[src/rtl/constants.vh]
// constants.vh: shared widths, fetch FSM state encodings and the sequential PC step.
`ifndef CONSTANTS_VH
`define CONSTANTS_VH
`define WORD 64
`define INSTR_LEN 32
`define FETCH_S_REQ 2'd0
`define FETCH_S_WAIT 2'd1
`define FETCH_S_HOLD 2'd2
`define FETCH_S_RESOLVE 2'd3
`define PC_INC 64'd4
`endif

[src/rtl/instruction_fetch_pkg.sv]
// instruction_fetch_pkg: widths, PC step and FSM state type for the fetch stage.
`include "constants.vh"
package instruction_fetch_pkg;
    localparam int XLEN = `WORD;
    localparam int ILEN = `INSTR_LEN;
    localparam logic [XLEN-1:0] PC_INC = `PC_INC;
    typedef enum logic [1:0] {
        S_REQ     = `FETCH_S_REQ,
        S_WAIT    = `FETCH_S_WAIT,
        S_HOLD    = `FETCH_S_HOLD,
        S_RESOLVE = `FETCH_S_RESOLVE
    } fetch_state_t;
endpackage

[src/rtl/instruction_fetch_if.sv]
// instruction_fetch_if: instruction memory, decode and branch-resolve signals of the fetch stage.
interface instruction_fetch_if;
    import instruction_fetch_pkg::*;
    logic            imem_req;
    logic [XLEN-1:0] imem_addr;
    logic            imem_ready;
    logic            imem_rvalid;
    logic [ILEN-1:0] imem_rdata;
    logic [ILEN-1:0] instruction;
    logic [XLEN-1:0] pc_out;
    logic            instr_valid;
    logic            instr_ack;
    logic            resolve_valid;
    logic            branch;
    logic            branch_if_zero;
    logic            branch_if_not_zero;
    logic            zero;
    logic [XLEN-1:0] branch_offset;
    modport master (
        output imem_req, imem_addr, instruction, pc_out, instr_valid,
        input  imem_ready, imem_rvalid, imem_rdata, instr_ack, resolve_valid,
               branch, branch_if_zero, branch_if_not_zero, zero, branch_offset
    );
    modport slave (
        input  imem_req, imem_addr, instruction, pc_out, instr_valid,
        output imem_ready, imem_rvalid, imem_rdata, instr_ack, resolve_valid,
               branch, branch_if_zero, branch_if_not_zero, zero, branch_offset
    );
endinterface

[src/rtl/instruction_fetch_next_pc_calc.sv]
// next_pc_calc: branch decision and next PC; offsets are in words and all sums wrap modulo 2^64.
module next_pc_calc
    import instruction_fetch_pkg::*;
(
    input  logic [XLEN-1:0] pc,
    input  logic            branch,
    input  logic            branch_if_zero,
    input  logic            branch_if_not_zero,
    input  logic            zero,
    input  logic [XLEN-1:0] branch_offset,
    output logic [XLEN-1:0] next_pc
);
    logic taken;
    assign taken = branch | (branch_if_zero & zero) | (branch_if_not_zero & ~zero);
    assign next_pc = taken ? pc + (branch_offset << 2) : pc + PC_INC;
endmodule

[src/rtl/instruction_fetch.sv]
// instruction_fetch: single-outstanding fetch FSM (REQ/WAIT/HOLD/RESOLVE).
// Define FETCH_PERF_COUNTERS_EN to build the saturating fetch/stall counters; otherwise they read 0.
module instruction_fetch
    import instruction_fetch_pkg::*;
#(
    parameter logic [XLEN-1:0] RESET_PC = 64'h0
) (
    input  logic                clk,
    input  logic                reset,
    instruction_fetch_if.master bus,
    output logic [31:0]         fetch_count,
    output logic [31:0]         stall_count
);
    fetch_state_t    state, state_n;
    logic [XLEN-1:0] pc, next_pc;
    logic [ILEN-1:0] instr_q;
    logic [XLEN-1:0] pc_out_q;

    next_pc_calc u_next_pc (
        .pc                 (pc),
        .branch             (bus.branch),
        .branch_if_zero     (bus.branch_if_zero),
        .branch_if_not_zero (bus.branch_if_not_zero),
        .zero               (bus.zero),
        .branch_offset      (bus.branch_offset),
        .next_pc            (next_pc)
    );

    always_ff @(posedge clk) begin
        if (reset) begin
            state    <= S_REQ;
            pc       <= RESET_PC;
            instr_q  <= '0;
            pc_out_q <= '0;
        end else begin
            state <= state_n;
            if (state == S_WAIT && bus.imem_rvalid) begin
                instr_q  <= bus.imem_rdata;
                pc_out_q <= pc;
            end
            if (state == S_RESOLVE && bus.resolve_valid) pc <= next_pc;
        end
    end

    always_comb begin
        state_n = state;
        case (state)
            S_REQ:     state_n = bus.imem_ready    ? S_WAIT    : S_REQ;
            S_WAIT:    state_n = bus.imem_rvalid   ? S_HOLD    : S_WAIT;
            S_HOLD:    state_n = bus.instr_ack     ? S_RESOLVE : S_HOLD;
            S_RESOLVE: state_n = bus.resolve_valid ? S_REQ     : S_RESOLVE;
            default:   state_n = S_REQ;
        endcase
    end

    // Outputs decode straight from the state register, so req and valid are mutually exclusive.
    assign bus.imem_req    = state == S_REQ;
    assign bus.imem_addr   = pc;
    assign bus.instr_valid = state == S_HOLD;
    assign bus.instruction = instr_q;
    assign bus.pc_out      = pc_out_q;

`ifdef FETCH_PERF_COUNTERS_EN
    always_ff @(posedge clk) begin
        if (reset) begin
            fetch_count <= '0;
            stall_count <= '0;
        end else begin
            if (state == S_HOLD && bus.instr_ack && ~&fetch_count) fetch_count <= fetch_count + 32'd1;
            if ((state == S_REQ || state == S_WAIT) && ~&stall_count) stall_count <= stall_count + 32'd1;
        end
    end
`else
    assign fetch_count = '0;
    assign stall_count = '0;
`endif
endmodule

[src/flat_wrapper.sv]
// flat-port wrapper written by rule: the top's interface ports become plain ports
module instruction_fetch_flat import instruction_fetch_pkg::*;
#(
    parameter logic [XLEN-1:0] RESET_PC = 64'h0
)
  (clk, reset, fetch_count, stall_count, bus_imem_req, bus_imem_addr, bus_instruction, bus_pc_out, bus_instr_valid, bus_imem_ready, bus_imem_rvalid, bus_imem_rdata, bus_instr_ack, bus_resolve_valid, bus_branch, bus_branch_if_zero, bus_branch_if_not_zero, bus_zero, bus_branch_offset);
  instruction_fetch_if bus_i ();
  input  logic clk;
  input  logic reset;
  output logic [31:0] fetch_count;
  output logic [31:0] stall_count;
  output wire logic [$bits(bus_i.imem_req)-1:0] bus_imem_req;
  output wire logic [$bits(bus_i.imem_addr)-1:0] bus_imem_addr;
  output wire logic [$bits(bus_i.instruction)-1:0] bus_instruction;
  output wire logic [$bits(bus_i.pc_out)-1:0] bus_pc_out;
  output wire logic [$bits(bus_i.instr_valid)-1:0] bus_instr_valid;
  input wire logic [$bits(bus_i.imem_ready)-1:0] bus_imem_ready;
  input wire logic [$bits(bus_i.imem_rvalid)-1:0] bus_imem_rvalid;
  input wire logic [$bits(bus_i.imem_rdata)-1:0] bus_imem_rdata;
  input wire logic [$bits(bus_i.instr_ack)-1:0] bus_instr_ack;
  input wire logic [$bits(bus_i.resolve_valid)-1:0] bus_resolve_valid;
  input wire logic [$bits(bus_i.branch)-1:0] bus_branch;
  input wire logic [$bits(bus_i.branch_if_zero)-1:0] bus_branch_if_zero;
  input wire logic [$bits(bus_i.branch_if_not_zero)-1:0] bus_branch_if_not_zero;
  input wire logic [$bits(bus_i.zero)-1:0] bus_zero;
  input wire logic [$bits(bus_i.branch_offset)-1:0] bus_branch_offset;
  assign bus_imem_req = bus_i.imem_req;
  assign bus_imem_addr = bus_i.imem_addr;
  assign bus_instruction = bus_i.instruction;
  assign bus_pc_out = bus_i.pc_out;
  assign bus_instr_valid = bus_i.instr_valid;
  assign bus_i.imem_ready = bus_imem_ready;
  assign bus_i.imem_rvalid = bus_imem_rvalid;
  assign bus_i.imem_rdata = bus_imem_rdata;
  assign bus_i.instr_ack = bus_instr_ack;
  assign bus_i.resolve_valid = bus_resolve_valid;
  assign bus_i.branch = bus_branch;
  assign bus_i.branch_if_zero = bus_branch_if_zero;
  assign bus_i.branch_if_not_zero = bus_branch_if_not_zero;
  assign bus_i.zero = bus_zero;
  assign bus_i.branch_offset = bus_branch_offset;
  instruction_fetch #(.RESET_PC(RESET_PC)) u_core (.clk(clk), .reset(reset), .bus(bus_i), .fetch_count(fetch_count), .stall_count(stall_count));
endmodule
[config.mk]
export PLATFORM = sky130hd
export DESIGN_NAME = instruction_fetch_flat
export DESIGN_NICKNAME = d
export VERILOG_FILES = /design/src/rtl/instruction_fetch_pkg.sv /design/src/rtl/instruction_fetch_if.sv /design/src/rtl/instruction_fetch_next_pc_calc.sv /design/src/rtl/instruction_fetch.sv /design/src/flat_wrapper.sv
export VERILOG_INCLUDE_DIRS = /design/src /design/src/rtl
export SDC_FILE = /design/constraint.sdc
export NUM_CORES = 1
export LEC_CHECK = 0
export CAP_MARGIN = 10
export CORE_MARGIN = 3
export CORE_UTILIZATION = 35
export DETAILED_ROUTE_END_ITERATION = 6
export PLACE_DENSITY = 0.64
export SYNTH_ARGS = -nofsm -noshare
export SYNTH_HDL_FRONTEND = slang
export SYNTH_HIERARCHICAL = 1
export SYNTH_SLANG_ARGS = --single-unit
[constraint.sdc]
create_clock -name clk -period 7.64 [get_ports clk]
set_input_delay 1.146 -clock clk [delete_from_list [all_inputs] [get_ports clk]]
set_output_delay 1.146 -clock clk [all_outputs]
set_load 0.1 [all_outputs]
==> run summary, run 1 <==
Top-count cell post-synth = nand2b_1
Met3 usage = 4.163%
Largest family of logic cells by synthesized area = simple AND/OR/NAND/NOR gates
Commonest cells in the netlist = nand2b_1 (265), dfxtp_1 (162), mux2i_1 (161), nor2b_1 (68), buf_4 (66)
Least-Margin Pin Slew = 1118 ps
CP startpoint kind = input port
Syn Inst Count = 1292
Die area = 34640 um2
Post-synth top area share = 28.57%
Clk slew on worst S/H paths = 70 ps
Max_cap viols = 0
Gr usage total = 17.01%
Yosys cell types = 63
CTS tree = yes
Die Ht = 186.1 um
Routability Congestion = 0.8858
PostCTS Resize Cnt = 0
Endpoints failing setup = 0
Diodes inserted = 0
Layout cells sized above 1 = 3.640%
Post-CTS Hold Buffers = 0
Final TNS setup = 0 ps
Routed length per placed instance = 15.67 um
EDFF count, synth = 0
Top cells by area, synth = dfxtp_1 (29%), nand2b_1 (15%), mux2i_1 (14%)
Fin crit share = 71.95%
RSZ-0062 raised after global routing = false
Post-synthesis mux area share = 14.29%
VDD IR-drop max = 156.1 uV
CP Max Fanout = 31
Grt ovf = 0
Status = finished clean
Compound-cell area share of the yosys netlist = 12.34%
IO Count = 332
First-pass GRT wire length = 47490 um
Worst Hold Class = register to register
Post-route insts no fill = 1946
Placed Cells = 1915
Lkg Pwr = 0.006028 uW
Kind of critical path = input port to register
Sequential share of the synthesized area = 28.57%
Ys async rst share = 0%
Met2 usage = 28.37%
Worst Path Arrival = 5800 ps
Final #Nets = 1667
Setup ws final = 2143 ps
Worst skew pair latency = 440 ps
Clk sinks = 162
DRC Markers = 0
Drt pass-1 iters = 6
Worst slack, placed = 1780 ps
Syn avg cell area = 8.787 um2
PD cells = 157.5 nW/um2
Worst setup EP type = register
Post-Synth XOR/XNOR Area = 4.629%
H-tree levels = 4
Inserted Clock Buffers = 17
IO Port Bufs = 265
Setup Buffers After CTS = 0
Die X = 186.1 um
Yosys top cell by area = dfxtp_1
Via count = 9335
Post-Synth Adder-Cell Area = 6.899%
Routed WL = 30500 um
Relative slew slack = 25.45%
Achievable clock frequency = 0.1819 GHz
Core box area = 31800 um2
Routed vias/inst = 4.797
Warnings from Yosys = 6
Root buffer cell = clkbuf_16
Met1 Use GR = 22.00%
Fin. Hold Viols = 0
GRT busiest layer = met2
Max-slew violation count = 0
DRT iter0 DRCs = 395
Detailed Place HPWL = 22540 um
P&R area growth vs syn = 27.82%
Post-synthesis register bit count = 162
Initial Util = 35.70%
Final core occ = 45.63%
Clock Skews = 10.84 ps
Post-route minimum period = 5497 ps
Worst Hold Slack = 471.6 ps
Synth Area in Simple Gates = 24.54%
Initial antenna violation count = 0
Cell Rows = 65
Most used DFF post-synth = dfxtp_1
Largest net degree at the start of global routing = 144
Clock buffer depth = 2
Detail Route Antenna Nets = 0
Vias in the first global route = 9179
CP required = 7940 ps
Netlist Area Pre-Place = 11350 um2
==> cell usage in the layout (no fill, tap or decap), types with 19 or more instances in the layout <==
master             n
nor2b_1           68
o21ai_0           25
dfxtp_1          162
xnor2_1           41
nor2_1            32
mux2i_1          161
conb_1            64
a21o_1            43
nand2_1           47
nand2b_1         265
clkdlybuf4s50_1  264
a21oi_1           60
xor2_1            19
ha_1              61
==> final cells by class <==
cell class | count | area (um2)
clock buffer | 18 | 439.2
clock inverter | 13 | 151.4
fill | 3101 | 17290
inverter | 16 | 60.06
multi-input combinational | 1031 | 7378
sequential | 162 | 3243
tap | 435 | 544.3
timing repair buffer | 271 | 2695
==> flip-flops by register name, indices dropped and copies added, names as in the netlist <==
| name | count |
|---|---|
| u_core/bus.imem_addr | 64 |
| u_core/bus.instruction | 32 |
| u_core/bus.pc_out | 64 |
| u_core/state | 2 |
==> kinds of logic (layout without fill, tap and decap cells) <==
group           Yosys count  count (layout)
simple gates            476             476
compound gates          207             207
mux                     162             162
flops                   162             162
buf+inv                 162             318
fa+ha+maj                62              62
xor+xnor                 60              60
other cells               1              64
==> path summary, 6_finish.rpt <==
kind / endpoint / from / slack (ps) / cells past startpoint
worst max-delay path: u_core/bus.imem_addr[58] / bus_zero / 2140 / 20
worst max register to register: u_core/bus.imem_addr[58] / u_core/bus.imem_addr[2] / 3910 / 15
worst min register to register: u_core/bus.instruction[15] / u_core/bus.instruction[15] / 470 / 2
worst min-delay path: u_core/bus.instruction[15] / u_core/bus.instruction[15] / 470 / 2
==> layer usage <==
metal  up-vias  routed length [um]
li1       4715                   -
met3        23                1779
met5         -                   0
met4         0                 416
met1      4333               14120
met2       264               14180
==> worst max-delay path, stage by stage <==
cell	delay, ps
clkdlybuf4s50_1	540
nor2b_1	100
a211oi_4	220
buf_4	390
or2_2	180
ha_1	180
inv_1	60
fa_1	410
and2b_1	240
o211a_1	170
o211a_1	200
o211ai_2	180
o31ai_2	460
a31o_2	320
a31oi_1	190
o21ai_1	330
a21boi_1	170
xnor2_1	140
nand2b_1	70
mux2i_1	70
==> where the power goes <==
group	switching (uW)	leakage [uW]	internal, uW
registers	8.77	0.00131	856
logic	371	0.00443	168
clock network	386	0.000287	495
==> stage by stage <==
step           total power [uW]  area [um2]
2_1_floorplan              1333       11590
3_3_place_gp               1421       13920
3_5_place_dp               1424       13920
4_1_cts                    2315       14510
5_1_grt                    2381       14510
6_report                   2286       14510
(Power assumes the default switching activity.)
==> inputs of run 2 (changes only) <==
Settings changed: PLACE_DENSITY 0.64 to 0.66.
Clock period 7.64 ns to 4.6 ns, I/O delays scaled along.
==> run 2 against run 1 <==
Clock skew is 0.63 ps higher. Via count is 4.7% higher. Power is 68% higher. Sequential power is 66% higher. Critical path type unchanged. Largest power group is now sequential cells.
==> run summary, run 2 (synthesis results as in run 1) <==
Status = finished clean
Detail Route Antenna Nets = 0
Drt pass-1 iters = 7
Worst setup EP type = register
First-pass GRT wire length = 49270 um
Relative slew slack = 24.53%
FF+latch area = 3243 um2
R2R Path Start = u_core/bus.imem_addr[2]
Clk slew on worst S/H paths = 60 ps
CP Max Fanout = 9
Met2 usage = 29.62%
Diodes inserted = 0
Core box area = 31800 um2
Least-Margin Pin Slew = 1129 ps
CTS tree = yes
Vias in the first global route = 9606
Cell Rows = 65
Die Ht = 186.1 um
Total power draw = 3835 uW
VDD IR-drop max = 249.8 uV
Clk sinks = 162
Clock buffer depth = 2
Worst reg-to-reg path cell count = 15
Initial Util = 35.70%
Setup Buffers After CTS = 0
Commonest cells after routing, fill and taps aside = nand2b_1 (265), clkdlybuf4s50_1 (264), dfxtp_1 (162), mux2i_1 (161), buf_4 (123)
Routability Congestion = 0.8651
Layout cells sized above 1 = 10.92%
Fin crit share = 94.90%
Cells along the critical path = clkdlybuf4s50_1 -> buf_4 -> a211oi_4 -> buf_12 -> or2_2 -> ha_1 -> inv_1 -> fa_1 -> and2b_1 -> o211a_1 -> o211a_1 -> o211ai_2 -> o31a_1 -> nand2b_4 -> o31ai_4 -> a21oi_2 -> o41ai_2 -> xor2_1 -> nand2b_1 -> mux2i_1
Met1 Use GR = 22.64%
Grt ovf = 0
Met3 usage = 3.752%
CP required = 4960 ps
Routed WL = 31360 um
GRT busiest layer = met2
Detailed Place HPWL = 23800 um
PD cells = 248.2 nW/um2
Initial antenna violation count = 0
Lkg Pwr = 0.006625 uW
IO Count = 332
Worst reg2reg setup slack = 1170 ps
Endpoints failing setup = 0
Final #Nets = 1786
Gr usage total = 17.62%
DRT iter0 DRCs = 385
Buf/Inv on CP = 4
Achievable clock frequency = 0.2291 GHz
Kind of critical path = input port to register
Area post-placement = 14850 um2
IO Port Bufs = 265
CP startpoint kind = input port
Die X = 186.1 um
Max_cap viols = 0
Die area = 34640 um2
Fillers = 3042
RSZ-0062 raised after global routing = false
Worst Hold Class = register to register
Slowest cell on crit path = clkdlybuf4s50_1
CP peak stage delay = 420 ps
Root buffer cell = clkbuf_16
Post-route minimum period = 4365 ps
Hold Crit Start = u_core/bus.instruction[12]
Area occupied by multi-input gates = 7403 um2
Clock Skews = 11.46 ps
Routed vias/inst = 4.731
Reg2Reg Capture Point = u_core/bus.imem_addr[60]
Hold Crit Depth = 2
Most frequent CP cell = o211a_1
Hold EP = u_core/bus.instruction[12]
Most common cell after layout, fill and taps aside = nand2b_1
Worst skew pair latency = 440 ps
Fin. Hold Viols = 0
P&R area growth vs syn = 36.12%
Routed length per placed instance = 15.18 um
Family with the most delay on the worst path = compound AO/OA/AOI/OAI gates
Via count = 9770
DRC Markers = 0
Worst Path Arrival = 4730 ps
Largest net degree at the start of global routing = 132
H-tree levels = 4
Inserted Clock Buffers = 17
Max-slew violation count = 0
Final Cell Area = 15450 um2
## run 2: what timing repair did
| action | CTS | global route |
|---|---|---|
| hold buffers | 0 | 0 |
| gates resized for setup | 0 | 7 |
| endpoints found under the setup margin | 0 | 8 |
## run 2: layout make-up
| class | count | area share (%) |
|---|---|---|
| flip-flops and latches | 162 | 20.98 |
| inverters | 16 | 0.3886 |
| multi-input cells | 1031 | 47.90 |
| repair buffers | 390 | 23.46 |
| well taps | 435 | 3.522 |
| clock buffers | 19 | 2.866 |
| clock inverters | 12 | 0.8744 |
## run 2: layer usage
layer / up-vias / wire length, um
met2: 283 / 14540
met3: 32 / 1742
met5: - / 0
met1: 4509 / 14490
met4: 0 / 577
li1: 4946 / -
## run 2: per-stage QoR
stage	hold WS [ps]	utilization [%]	setup TNS (ps)	worst slack, ps	std cells
after detailed placement	466.2	46.70	-3078	-317.6	2034
after CTS	475.5	48.52	0	136.2	2065
after global placement	457.7	46.70	-2428	-262.5	2034
after global routing	485.3	48.60	0	10.20	2065
final	472.4	48.60	0	234.5	2065
after floorplan	676.8	-	0	134.1	1355
## run 2: worst max-delay path by stage
stage                                 from                  endpoint  slack, ps  cells past startpoint
detailed placement                bus_zero  u_core/bus.imem_addr[63]       -320                     22
floorplan           bus_branch_if_not_zero  u_core/bus.imem_addr[60]        130                     19
finish                            bus_zero  u_core/bus.imem_addr[60]        230                     20
CTS                               bus_zero  u_core/bus.imem_addr[63]        140                     22
global placement                  bus_zero  u_core/bus.imem_addr[63]       -260                     22
global route                      bus_zero  u_core/bus.imem_addr[63]         10                     22
## run 2: report_power, final
group          switching (uW)  internal [uW]  leakage [uW]
logic                     630            327       0.00505
registers                14.5           1420       0.00131
clock network             629            812      0.000271
## run 2: worst register-to-register path, cell delays in order, from the launching register on
cell	delay, ps
dfxtp_1	350
ha_1	190
inv_1	60
fa_1	410
and2b_1	240
o211a_1	170
o211a_1	190
o211ai_2	160
o31a_1	320
nand2b_4	170
o31ai_4	220
a21oi_2	160
o41ai_2	330
xor2_1	170
nand2b_1	70
mux2i_1	140
==> inputs of run 3 (changes only) <==
Settings changed: REMOVE_ABC_BUFFERS set to 1.
==> run 3 against run 2 <==
Wire length is 2.3% higher. Die area stayed put. Clock skew is 2.3 ps lower. Global-route usage is 0.084 points higher. Power is 0.48% lower. Register-to-register slack worse by 70 ps. Sequential power hardly changed. Sequential share of layout area hardly changed. Hold slack hardly changed. Core utilization is 0.11 points higher. Design area is 0.23% higher. Critical endpoint is now u_core/bus.imem_addr[52]. Largest cell class unchanged. Highest routed layer unchanged.
==> run summary, run 3 (synthesis results as in run 1) <==
Status = finished clean
Die Ht = 186.1 um
Worst Hold Slack = 472.6 ps
Routed vias/inst = 4.724
Initial antenna violation count = 2
RSZ-0062 raised after global routing = true
Clk slew on worst S/H paths = 70 ps
Met1 Use GR = 22.70%
Max_cap viols = 0
Core box area = 31800 um2
Most common cell after layout, fill and taps aside = nand2b_1
First-pass GRT wire length = 49090 um
Die area = 34640 um2
Cell Rows = 65
Cells along the critical path = clkdlybuf4s50_1 -> nor2b_1 -> a211oi_4 -> buf_4 -> buf_12 -> or2_4 -> ha_4 -> inv_1 -> fa_2 -> and2b_1 -> o211a_1 -> o211a_1 -> o211ai_4 -> o31a_1 -> nand2b_4 -> o31ai_4 -> a21oi_4 -> buf_6 -> buf_4 -> xnor2_1 -> nand2b_1 -> mux2i_1
Family with the most delay on the worst path = compound AO/OA/AOI/OAI gates
PD cells = 246.4 nW/um2
Least-Margin Pin Slew = 1125 ps
Max-slew violation count = 0
Lkg Pwr = 0.006643 uW
GRT busiest layer = met2
Kind of critical path = input port to register
Routability Congestion = 0.8784
Relative slew slack = 24.97%
Fin crit share = 97.82%
Drt pass-1 iters = 5
Final #Nets = 1782
Worst Hold Class = register to register
Routed length per placed instance = 15.53 um
Fin. Hold Viols = 0
CP Max Fanout = 6
VDD IR-drop max = 259.1 uV
DRT iter0 DRCs = 453
Slowest cell on crit path = clkdlybuf4s50_1
Die X = 186.1 um
CP required = 4980 ps
Endpoints failing setup = 0
H-tree levels = 4
Initial Util = 35.70%
P&R area growth vs syn = 36.43%
Gr usage total = 17.71%
CP peak stage delay = 390 ps
Layout cells sized above 1 = 10.94%
Worst slack, placed = -376.5 ps
Clock Skews = 9.140 ps
CP startpoint kind = input port
Largest net degree at the start of global routing = 260
Worst Path Arrival = 4880 ps
Vias in the first global route = 9532
IO Count = 332
Commonest cells after routing, fill and taps aside = nand2b_1 (265), clkdlybuf4s50_1 (263), dfxtp_1 (162), mux2i_1 (161), buf_4 (117)
Routed WL = 32060 um
Inserted Clock Buffers = 17
DRC Markers = 0
CTS tree = yes
Post-CTS Hold Buffers = 0
Grt ovf = 0
Buf/Inv on CP = 6
IO Port Bufs = 265
Fillers = 3006
Post-route minimum period = 4500 ps
Clock buffer depth = 2
Clk sinks = 162
Setup ws final = 100.4 ps
Detail Route Antenna Nets = 0
Achievable clock frequency = 0.2222 GHz
Total power draw = 3817 uW
Worst setup EP type = register
Worst skew pair latency = 450 ps
Met2 usage = 29.97%
Root buffer cell = clkbuf_16
Detailed Place HPWL = 23760 um
Via count = 9751
Met3 usage = 3.772%
-- run 3: cell types whose count changed in the layout (fill, tap and decap cells not counted), sizes merged --
cell / previous run / this run
buf: 126 / 121
bufinv: 2 / 1
clkdlybuf4s50: 264 / 263
clkinv: 5 / 6
clkinvlp: 4 / 3
diode: 0 / 2
dlymetal6s2s: 0 / 1
inv: 17 / 20
-- run 3: routing by layer --
metal	vias to the layer above	share of wire, %
li1	4932	-
met1	4545	46
met2	251	48
met3	23	5.3
met4	0	1.6
met5	-	0
-- run 3: worst paths after layout --
check | from | end | slack, ps | depth (start not counted)
max | bus_branch_if_not_zero | u_core/bus.imem_addr[52] | 100 | 22
min | u_core/bus.instruction[10] | u_core/bus.instruction[10] | 470 | 2
max reg2reg | u_core/bus.imem_addr[2] | u_core/bus.imem_addr[52] | 1100 | 16
min reg2reg | u_core/bus.instruction[10] | u_core/bus.instruction[10] | 470 | 2
-- run 3: worst reg2reg max path: cells and delay by family, from the launching register on --
kind / cells / cell delay, ps
muxes: 1 / 120
adders and majority gates: 2 / 510
AOI/OAI and AO/OA: 6 / 1390
buffers and inverters: 3 / 340
DFF: 1 / 410
xor gates and xnor gates: 1 / 180
and+or+nand+nor: 3 / 480
-- run 3: repair_timing --
item | in CTS | in global routing
resized for setup | 0 | 17
setup buffers | 0 | 9
endpoints found under the setup margin | 0 | 12
-- run 3: cell type report --
cell class | instances | area, um2 | area share [%]
multi-input combinational | 1031 | 7450 | 48.09
timing repair buffer | 386 | 3620 | 23.37
sequential | 162 | 3243 | 20.94
tap | 435 | 544.3 | 3.514
clock buffer | 18 | 439.2 | 2.835
clock inverter | 14 | 128.9 | 0.8320
inverter | 16 | 60.06 | 0.3877
antenna | 2 | 5.005 | 0.03231
-- run 3: stage by stage --
stage	area (um2)	cells	util [%]	setup TNS, ps
2_1_floorplan	10660	1209	-	-118830
3_3_place_gp	14750	2020	46.37	-3250
3_5_place_dp	14750	2020	46.37	-4077
4_1_cts	15310	2052	48.16	0
5_1_grt	15490	2064	48.71	-145.2
6_report	15490	2064	48.71	0
-- run 3: power by group --
| group | switching, uW | internal, uW | total (uW) |
|---|---|---|---|
| sequential | 14.9 | 1420 | 1440 |
| combinational | 634 | 328 | 962 |
| clock | 653 | 765 | 1420 |
